==> src/rtl/dmem_pkg.sv <==
// dmem_pkg: shared types and widths for the data-memory port arbiter
package dmem_pkg;
   localparam int DMEM_ADDR_W = 8;
   localparam int DMEM_DATA_W = 64;
   typedef enum logic {OWN_CPU, OWN_LDR} owner_t;
   typedef enum logic {CPU_PRI, LDR_TURN} arb_state_t;
endpackage

==> src/rtl/dmem_rd_return.sv <==
// dmem_rd_return: one-deep read tag and per-owner rvalid/rdata return path
module dmem_rd_return
   import dmem_pkg::*;
#(
   parameter int DATA_W = DMEM_DATA_W
) (
   input  logic              clk,
   input  logic              rst_n,
   input  logic              rd_issue,
   input  owner_t            rd_owner,
   input  logic [DATA_W-1:0] mem_rdata,
   output logic              cpu_rvalid,
   output logic [DATA_W-1:0] cpu_rdata,
   output logic              ldr_rvalid,
   output logic [DATA_W-1:0] ldr_rdata
);
   logic              tag_valid_q, tag_valid_d;
   owner_t            tag_owner_q, tag_owner_d;
   logic [DATA_W-1:0] cpu_rdata_q, cpu_rdata_d;
   logic [DATA_W-1:0] ldr_rdata_q, ldr_rdata_d;

   always_comb begin
      tag_valid_d = rd_issue;
      tag_owner_d = rd_issue ? rd_owner : tag_owner_q;
      cpu_rvalid  = tag_valid_q & (tag_owner_q == OWN_CPU);
      ldr_rvalid  = tag_valid_q & (tag_owner_q == OWN_LDR);
      // the port not being answered keeps showing its last returned word
      cpu_rdata   = cpu_rvalid ? mem_rdata : cpu_rdata_q;
      ldr_rdata   = ldr_rvalid ? mem_rdata : ldr_rdata_q;
      cpu_rdata_d = cpu_rdata;
      ldr_rdata_d = ldr_rdata;
   end

   always_ff @(posedge clk or negedge rst_n) begin
      if (!rst_n) begin
         tag_valid_q <= 1'b0;
         tag_owner_q <= OWN_CPU;
         cpu_rdata_q <= '0;
         ldr_rdata_q <= '0;
      end else begin
         tag_valid_q <= tag_valid_d;
         tag_owner_q <= tag_owner_d;
         cpu_rdata_q <= cpu_rdata_d;
         ldr_rdata_q <= ldr_rdata_d;
      end
   end
endmodule

==> src/rtl/dmem_port_arbiter.sv <==
// dmem_port_arbiter: cpu-priority sharing of the data memory with bounded loader starvation
module dmem_port_arbiter
   import dmem_pkg::*;
#(
   parameter int ADDR_W   = DMEM_ADDR_W,
   parameter int DATA_W   = DMEM_DATA_W,
   parameter int MAX_HOLD = 4
) (
   input  logic              clk,
   input  logic              rst_n,
   input  logic              cpu_req,
   input  logic              cpu_we,
   input  logic [ADDR_W-1:0] cpu_addr,
   input  logic [DATA_W-1:0] cpu_wdata,
   output logic              cpu_gnt,
   output logic              cpu_stall,
   output logic              cpu_rvalid,
   output logic [DATA_W-1:0] cpu_rdata,
   input  logic              ldr_req,
   input  logic              ldr_we,
   input  logic [ADDR_W-1:0] ldr_addr,
   input  logic [DATA_W-1:0] ldr_wdata,
   output logic              ldr_gnt,
   output logic              ldr_rvalid,
   output logic [DATA_W-1:0] ldr_rdata,
   output logic              mem_wr,
   output logic              mem_rd,
   output logic [ADDR_W-1:0] mem_addr,
   output logic [DATA_W-1:0] mem_wdata,
   input  logic [DATA_W-1:0] mem_rdata
);
   localparam logic [3:0] MAX_H = 4'(MAX_HOLD);

   arb_state_t state_q, state_d;
   logic [3:0] hold_cnt_q, hold_cnt_d;
   logic [3:0] hold_inc;
   logic       contend, any_gnt, we_sel;

   always_comb begin
      // grants are forced low while reset is held so nothing reaches memory
      cpu_gnt    = rst_n & cpu_req & ((state_q == CPU_PRI) | ~ldr_req);
      ldr_gnt    = rst_n & ldr_req & ~cpu_gnt;
      cpu_stall  = rst_n & cpu_req & ~cpu_gnt;
      any_gnt    = cpu_gnt | ldr_gnt;
      we_sel     = cpu_gnt ? cpu_we : ldr_we;
      mem_wr     = any_gnt & we_sel;
      mem_rd     = any_gnt & ~we_sel;
      mem_addr   = cpu_gnt ? cpu_addr : ldr_gnt ? ldr_addr : '0;
      mem_wdata  = cpu_gnt ? cpu_wdata : ldr_gnt ? ldr_wdata : '0;
      contend    = (state_q == CPU_PRI) & cpu_gnt & ldr_req;
      hold_inc   = (hold_cnt_q == MAX_H) ? MAX_H : hold_cnt_q + 4'd1;
      hold_cnt_d = (contend && hold_inc != MAX_H) ? hold_inc : 4'd0;
      state_d    = (contend && hold_inc == MAX_H) ? LDR_TURN : CPU_PRI;
   end

   always_ff @(posedge clk or negedge rst_n) begin
      if (!rst_n) begin
         state_q    <= CPU_PRI;
         hold_cnt_q <= 4'd0;
      end else begin
         state_q    <= state_d;
         hold_cnt_q <= hold_cnt_d;
      end
   end

   dmem_rd_return #(.DATA_W(DATA_W)) u_rd_return (
      .clk       (clk),
      .rst_n     (rst_n),
      .rd_issue  (mem_rd),
      .rd_owner  (cpu_gnt ? OWN_CPU : OWN_LDR),
      .mem_rdata (mem_rdata),
      .cpu_rvalid(cpu_rvalid),
      .cpu_rdata (cpu_rdata),
      .ldr_rvalid(ldr_rvalid),
      .ldr_rdata (ldr_rdata)
   );
endmodule

==> config.mk <==
export PLATFORM = sky130hd
export DESIGN_NAME = dmem_port_arbiter
export DESIGN_NICKNAME = d
export VERILOG_FILES = /design/src/rtl/dmem_pkg.sv /design/src/rtl/dmem_rd_return.sv /design/src/rtl/dmem_port_arbiter.sv
export SDC_FILE = /design/constraint.sdc
export NUM_CORES = 1
export LEC_CHECK = 0
export CAP_MARGIN = 15
export CELL_PAD_IN_SITES_DETAIL_PLACEMENT = 1
export CELL_PAD_IN_SITES_GLOBAL_PLACEMENT = 1
export CORE_MARGIN = 2
export CORE_UTILIZATION = 24
export DETAILED_ROUTE_END_ITERATION = 10
export PLACE_DENSITY = 0.85
export SYNTH_ARGS = -nofsm -noshare
export SYNTH_HDL_FRONTEND = slang
export SYNTH_HIERARCHICAL = 1
export SYNTH_SLANG_ARGS = --single-unit
==> constraint.sdc <==
create_clock -name clk -period 1.35 [get_ports clk]
set_clock_uncertainty 0.05 [all_clocks]
set_input_delay 0.2025 -clock clk [delete_from_list [all_inputs] [get_ports clk]]
set_output_delay 0.2025 -clock clk [all_outputs]
set_load 0.1 [all_outputs]
# == Yosys cells after proc, flatten, opt, wreduce, memory -nomap -nowiden ==
# Cells that the tools add are included.
# totals
regBits,135
out_inout_bits,207
# op_classes
n_eq_ne,3
add_sub_neg,1
n_reduce_logical,2
mux,11
bitwise,18
# ops
cell,n
$mux W64,4
$mux W8,2
$and A1 B1 Y1,11
$eq A4 B3 Y1 const B,2
$mux W4,2
$not A1 Y1,5
$add A4 B1 Y4 const B,1
$ne A4 B3 Y1 const B,1
$mux W1,3
$logic_and A1 B1 Y1,2
$or A1 B1 Y1,2

# == Logic depth before layout (Yosys ltp) ==
# Gate-level depths: netlist of the first run.
# logic_depth
depth_word,7
depth_mapped,5

# == Hierarchy ==
# Netlist of the first run, hierarchy kept.
# by_module_without_submodules
module,seq_area_each_um2,cells_each,area_each_um2,n_inst
dmem_rd_return,3253.1,277,4852.2,1
dmem_port_arbiter,125.1,127,1147.4,1

# == Worst setup path after synthesis of the first run ==
# Ideal clock, no wire load.
# synth_timing
kind,reg-to-reg
start,register state_q
end,register u_rd_return.tag_owner_q
arrival_time_ps,3344
synth_period_minus_slack_ps,3524
path_stages_with_launch,5
path_slack_ps,-2174
setup_ps,130
path_cell_list,dfrtp_1 -> nand2_1 -> nand3b_1 -> a21boi_0 -> mux2_2
# synth_between
elab_chain_len,7
word_cells_on_any_way,10
classes_between,mux: 2; bitwise: 8
# synth_rtl
element,line,rtl
"start, declared",dmem_port_arbiter.sv:34,"arb_state_t state_q, state_d;"
"start signal, assigned",dmem_port_arbiter.sv:61,state_q <= state_d;
$not A1 Y1 (*),dmem_port_arbiter.sv:41,cpu_gnt = rst_n & cpu_req & ((state_q == CPU_PRI) | ~ldr_req);
$or A1 B1 Y1 (*),dmem_port_arbiter.sv:41,
$and A1 B1 Y1 (*),dmem_port_arbiter.sv:41,
$not A1 Y1,dmem_port_arbiter.sv:42,ldr_gnt = rst_n & ldr_req & ~cpu_gnt;
$and A1 B1 Y1,dmem_port_arbiter.sv:42,
$or A1 B1 Y1,dmem_port_arbiter.sv:44,any_gnt = cpu_gnt | ldr_gnt;
$and A1 B1 Y1 (*),dmem_port_arbiter.sv:47,mem_rd = any_gnt & ~we_sel;
named net mem_rd,dmem_port_arbiter.sv:27,"output logic mem_rd,"
"end signal, assigned",dmem_rd_return.sv:42,tag_owner_q <= tag_owner_d;
"end, declared",dmem_rd_return.sv:18,"owner_t tag_owner_q, tag_owner_d;"
# Mark *: on every way through the listed nets, which the timed path passes. The rest lies on a longest branch.
# A chain may end at the register's enable or synchronous reset.

# == Worst setup path in the final report of the first run ==
# layout_timing
start,register state_q
end,output mem_wdata[61]
# layout_between
elab_chain_len,7
# layout_rtl
element,line,rtl
$not A1 Y1 (*),dmem_port_arbiter.sv:41,
$or A1 B1 Y1 (*),dmem_port_arbiter.sv:41,
$and A1 B1 Y1 (*),dmem_port_arbiter.sv:41,
$not A1 Y1,dmem_port_arbiter.sv:42,
$and A1 B1 Y1,dmem_port_arbiter.sv:42,
$mux W64,dmem_port_arbiter.sv:49,mem_wdata = cpu_gnt ? cpu_wdata : ldr_gnt ? ldr_wdata : '0;
$mux W64 (*),dmem_port_arbiter.sv:49,
"end, declared",dmem_port_arbiter.sv:29,"output logic [DATA_W-1:0] mem_wdata,"
# Mark *: on every way between the ends. The rest lies on a longest branch, timed or not.

==> impl_metrics.yaml, run 1 <==
place:
  post-place-ws_ns: -0.635
  dpl.hpwl_mm: 23.8
  gp_congestion: 0.825
  numPortBuffers: 420
grt:
  grtUsageTotal: 0.250
  grt_pass1_vias: 6885
  antenna_found_initial: 1
  grt_max_degree: 121
  grt_pass1_wl_mm: 47.8
  gr-total-overflow: 0
power:
  powerDensity_nw_per_um2: 2310
  finalPower_mw: 35.6
  peakVddDrop_uv: 2100
  intPower_mw: 17.4
  p_sw_mw: 18.2
  comb_power_share: 0.697
  switching_share: 0.512
  p_clk_frac: 0.134
  p_leak_nw: 7.17
  seqPwrFrac: 0.169
logic_synthesis:
  synth.avg_cell_area_um2: 14.9
  ys_seq_area_frac: 0.563
  synth_nets: 620
  yosys.cell_count.top_type: "dfrtp_1"
  yosys_most_used_dff: "dfrtp_1"
  synth_top_area_frac: 0.563
  netlist_instances: 404
  synth_area_um2: 6000
  async_flop_share: 1.00
  yosys_register_bits: 135
  netlist_top_cells_count: "dfrtp_1, mux2_2, a22o_1"
  yosysUniqueCellTypes: 33
  yosys.area.top_type: "dfrtp_1"
  yosysWarnings: 6
  synth_edf_count: 0
  synthTopCellsByArea: "dfrtp_1, mux2_2, mux2_1, a22o_1, buf_6"
timing:
  relSlewSlack: 0.530
  fin_crit_sh: 1.61
  fin_tns_setup_ns: -172.42
  drv_slew: 0
  max_freq_mhz: 462
  worst_slack_ns: -0.817
  setup_viol: 337
  rsz0062_at_grt: "yes"
  hold_violations: 0
  worst_pin_slew_ns: 0.705
  post-route-min-period_ns: 2.17
floorplanning:
  coreArea_um2: 24500
  rows: 57
  start_util: 0.245
  num_io_pins: 421
  dieArea_um2: 26300
  fp.dieH_um: 162
  die_w_um: 162
critical_path:
  crit_type: "reg2out"
  startpoint_type: "flop"
  end_kind: "output port"
  cp.arrival_ns: 1.91
  crit_required_ns: 1.10
  cp_max_fo: 9
route:
  num_vias: 5812
  detail_route.first_pass.iterations: 4
  drtIter0Drc: 204
  vias_per_cell: 4.71
  drtAntennaViolNets: 0
  drt-total-wl_mm: 34.6
  drc_errors: 0
  avgRoutedWirePerCell_um: 28.0
flow_run:
  cap_violations: 0
status:
  outcome: "finished with violations"
  violations: "setup timing"
cells_and_area:
  layout.nets: 1113
  fillers: 2077
  drive_above_1_share: 0.600
  area_delta_synth_final_pct: 157
clocking:
  clock_latency_ns: 0.42
  cts-root-buf: "clkbuf_16"
  cts_tree: "yes"
  htree_levels: 4
  cts_buffers: 17
  clockBufferDepth: 2
  clk_pin_slew_ns: 0.07
  numClockSinks: 135
worst_hold_path:
  min_path_type: "in2reg"
-- worst max-delay path: stages, from the launching register on --
cell and delay, ns:
dfrtp_1 0.38, buf_6 0.12, nand2_4 0.05, nand3_4 0.16
clkinv_8 0.15, clkbuf_16 0.20, a22o_4 0.27, buf_12 0.16
-- path summary, 6_finish.rpt --
| check | startpoint | endpoint | slack (ns) | cells after the start |
|---|---|---|---|---|
| worst max-delay path | state_q$_DFF_PN0_ | mem_wdata[61] | -0.82 | 7 |
| worst min-delay path | rst_n | u_rd_return/tag_owner_q$_DFFE_PN0P_ | 0.20 | 3 |
| worst max register to register | state_q$_DFF_PN0_ | u_rd_return/tag_owner_q$_DFFE_PN0P_ | -0.45 | 8 |
| worst min register to register | u_rd_return/cpu_rdata_q[26]$_DFF_PN0_ | u_rd_return/cpu_rdata_q[26]$_DFF_PN0_ | 0.47 | 1 |
| max in group asynchronous | rst_n | u_rd_return/ldr_rdata_q[5]$_DFF_PN0_ | 0.28 | 4 |
| min in group asynchronous | rst_n | u_rd_return/ldr_rdata_q[61]$_DFF_PN0_ | 0.24 | 4 |
-- registers in the layout (all words and copies together) (netlist names) --
signal                   count
hold_cnt_q                   4
u_rd_return/tag_owner_q      1
u_rd_return/cpu_rdata_q     64
state_q                      1
u_rd_return/tag_valid_q      1
u_rd_return/ldr_rdata_q     64
-- what timing repair did --
item | CTS | global route
setup buffers | 15 | 10
resized for setup | 41 | 38
pin swaps | 5 | 29
hold buffers | 1 | 5
endpoints found under the hold margin | 15 | 2
setup endpoints to repair | 337 | 427
cloned | 9 | 3
-- through the flow --
step,cell area [um^2],utilization,hold WS (ns),instances
floorplan,7250,-,-0.143,404
global placement,14100,0.576,0.0715,1166
detailed placement,14100,0.576,0.0744,1166
CTS,15200,0.619,0.159,1221
global route,15400,0.631,0.182,1235
finish,15400,0.631,0.201,1235
-- cells in the final DEF, fill, tap and decap left out, types with 2 or more instances in the layout --
cell / instances
a21boi_4: 2
a22o_4: 72
and3_4: 2
buf_12: 223
buf_16: 6
buf_4: 21
buf_6: 24
buf_8: 6
clkbuf_16: 20
clkdlybuf4s50_1: 210
clkinv_4: 2
clkinv_8: 2
clkinvlp_4: 4
dfrtp_1: 132
dfrtp_2: 3
dlygate4sd2_1: 2
dlygate4sd3_1: 5
ha_4: 2
inv_2: 2
inv_6: 5
inv_8: 4
mux2_2: 2
mux2_4: 127
nand2_4: 2
nand2b_4: 2
nand3_4: 3
nand3b_1: 2
nor2_1: 4
-- cell type report --
| class | instances | area [um^2] | area share |
|---|---|---|---|
| inverters | 6 | 42.5 | 0.00276 |
| repair inverters | 1 | 11.3 | 0.000730 |
| clock inverters | 14 | 156 | 0.0101 |
| clock buffers | 18 | 439 | 0.0285 |
| repair buffers | 501 | 7400 | 0.480 |
| diodes | 1 | 2.50 | 0.000162 |
| well taps | 324 | 405 | 0.0263 |
| flip-flops and latches | 135 | 3380 | 0.219 |
| multi-input cells | 235 | 3590 | 0.233 |
-- power groups by stage --
stage | clock network [mW] | registers [mW] | logic (mW)
final | 4.76 | 6.02 | 24.9
after CTS | 4.89 | 6.01 | 24.9
after global placement | 0 | 5.91 | 24.2
after global routing | 5.03 | 6.16 | 25.4
after detailed placement | 0 | 6.03 | 24.5
after floorplan | 0 | 5.83 | 15.5
-- layer usage --
metal  vias up  wire length (um)  part of all wire  GRT usage
li1       2506                 -                 -          -
met1      2923             11800              0.34      0.255
met2       304             18500              0.53      0.462
met3        79              2720             0.079     0.0871
met4         0              1590             0.046      0.109
met5         -                 0                 0          0
-- kinds of logic (layout without fill, tap and decap cells) --
kind of cell | Yosys count | after routing | synth area share
other cells | 0 | 1 | 0
buf+inv | 35 | 540 | 0.0513
compound gates | 78 | 78 | 0.113
mux | 130 | 130 | 0.244
fa+ha+maj | 2 | 2 | 0.00417
simple gates | 23 | 24 | 0.0234
flops | 135 | 135 | 0.563
xor+xnor | 1 | 1 | 0.00146
Note: power is estimated with default switching activity, not from simulation.
==> run 2, diff against run 1 <==
Settings changed: GPL_TIMING_DRIVEN from default to 0.
==> impl_metrics.yaml, run 2 (synthesis gave the netlist of run 1 again) <==
route:
  drtIter0Drc: 167
  detail_route.first_pass.iterations: 4
  drtAntennaViolNets: 0
  drc_errors: 0
  drt-total-wl_mm: 30.7
  dr_wl_met3_mm: 2.47
  met1_length_mm: 10.3
  vias_per_cell: 4.66
  wl_met2_mm: 16.9
  num_vias: 5639
  avgRoutedWirePerCell_um: 25.4
  maxUsedRoutingLayer: "met4"
cells_and_area:
  layout.nets: 1085
  drive_above_1_share: 0.588
  area_delta_synth_final_pct: 140
  regArea_um2: 3380
  largestRegisters: "u_rd_return/cpu_rdata_q x64, u_rd_return/ldr_rdata_q x64, hold_cnt_q x4"
  fillers: 2209
  final_common_cell: "clkdlybuf4s50_1"
  multi_input_area_um2: 3550
  layout_common_cells: "clkdlybuf4s50_1, dfrtp_1, mux2_4"
clocking:
  htree_levels: 4
  clock_latency_ns: 0.42
  clockBufferDepth: 2
  clk_pin_slew_ns: 0.07
  cts_tree: "yes"
  cts-root-buf: "clkbuf_16"
  cts_buffers: 17
  numClockSinks: 135
power:
  p_leak_nw: 6.75
  comb_power_share: 0.669
  seqPwrFrac: 0.180
  p_sw_mw: 17.6
  intPower_mw: 15.8
  switching_share: 0.527
  powerDensity_nw_per_um2: 2320
  p_clk_frac: 0.152
  finalPower_mw: 33.4
  peakVddDrop_uv: 2130
floorplanning:
  rows: 57
  num_io_pins: 421
  die_w_um: 162
  dieArea_um2: 26300
  start_util: 0.245
  coreArea_um2: 24500
  fp.dieH_um: 162
grt:
  grt_pass1_wl_mm: 41.6
  grt_max_degree: 97
  grt_pass1_vias: 6328
  antenna_found_initial: 3
  gr-total-overflow: 0
  grtUsageTotal: 0.216
timing:
  drv_slew: 0
  setup_viol: 323
  relSlewSlack: 0.655
  fin_crit_sh: 1.57
  worst_pin_slew_ns: 0.517
  max_freq_mhz: 473
  post-route-min-period_ns: 2.11
  holdWs_ns: -0.352
  hold_violations: 39
  rsz0062_at_grt: "yes"
  worst_slack_ns: -0.764
place:
  gp_congestion: 0.789
  dpl.hpwl_mm: 20.5
  numPortBuffers: 420
flow_run:
  cap_violations: 0
critical_path:
  timing.rr.start: "state_q$_DFF_PN0_"
  end_kind: "output port"
  r2r_cells: 6
  rrSetupSlack_ns: -0.27
  cp.arrival_ns: 1.86
  cp_max_fo: 10
  crit_required_ns: 1.10
  cp-startpoint: "u_rd_return/tag_owner_q$_DFFE_PN0P_"
  cp-endpoint: "cpu_rdata[16]"
  startpoint_type: "flop"
  crit_type: "reg2out"
  worst_r2r_endpoint: "u_rd_return/tag_owner_q$_DFFE_PN0P_"
worst_hold_path:
  min_path_type: "in2async"
status:
  violations: "hold timing, setup timing"
  outcome: "finished with violations"
==> run 2: worst min path at each step <==
stage	startpoint	end
2_1_floorplan	rst_n	hold_cnt_q[0]$_DFF_PN0_
3_3_place_gp	u_rd_return/ldr_rdata_q[8]$_DFF_PN0_	u_rd_return/ldr_rdata_q[8]$_DFF_PN0_
3_5_place_dp	rst_n	u_rd_return/ldr_rdata_q[49]$_DFF_PN0_
4_1_cts	rst_n	u_rd_return/cpu_rdata_q[49]$_DFF_PN0_
5_1_grt	rst_n	u_rd_return/cpu_rdata_q[53]$_DFF_PN0_
6_report	rst_n	u_rd_return/cpu_rdata_q[53]$_DFF_PN0_
==> run 2: final cells by class <==
type	instances	share of cell area
repair inverters	1	0.000609
diodes	4	0.000696
clock buffers	18	0.0305
inverters	6	0.00261
repair buffers	445	0.407
plain buffers	28	0.0361
clock inverters	14	0.0131
multi-input cells	235	0.247
flip-flops and latches	135	0.235
well taps	324	0.0282
==> run 2: power groups by stage <==
stage | combinational, mW | clock, mW | sequential (mW)
4_1_cts | 20.7 | 5.21 | 5.98
3_5_place_dp | 19.7 | 0 | 6.00
6_report | 22.3 | 5.06 | 6.00
2_1_floorplan | 15.5 | 0 | 5.83
5_1_grt | 22.8 | 5.37 | 6.11
3_3_place_gp | 19.6 | 0 | 5.92
==> run 2: stage by stage <==
stage | utilization | setup WS, ns | instances | setup TNS [ns] | area [um^2]
after floorplan | - | -0.520 | 404 | -50.12 | 7250
after global placement | 0.485 | -6.78 | 1148 | -1476.85 | 11900
after detailed placement | 0.486 | -1.82 | 1149 | -289.30 | 11900
after CTS | 0.541 | -0.802 | 1182 | -163.61 | 13200
after global routing | 0.588 | -0.851 | 1209 | -176.92 | 14400
final | 0.588 | -0.764 | 1210 | -153.39 | 14400
==> run 2: worst max-delay path: stages, from the launching register on <==
cell and delay, ns:
dfrtp_1 0.42, nand2b_4 0.19, buf_12 0.16, buf_12 0.15, mux2_4 0.34, buf_12 0.17
==> run 2: timing repair <==
action / 4_1_cts / 5_1_grt
setup endpoints to repair: 319 / 320
setup buffers: 0 / 18
gates resized for setup: 1546 / 227
gates cloned: 2 / 6
hold endpoints to repair: 39 / 39
pin swaps: 2 / 5
==> run 2: layer usage <==
metal | vias to the layer above | track usage
li1 | 2444 | -
met4 | 0 | 0.0672
met2 | 270 | 0.402
met3 | 55 | 0.0746
met1 | 2870 | 0.227
met5 | - | 0
==> run 3, diff against run 2 <==
Settings changed: HOLD_SLACK_MARGIN from default to 0.15.
==> results of run 3 <==
The final DEF is identical to that of run 2; final timing and power are the same.
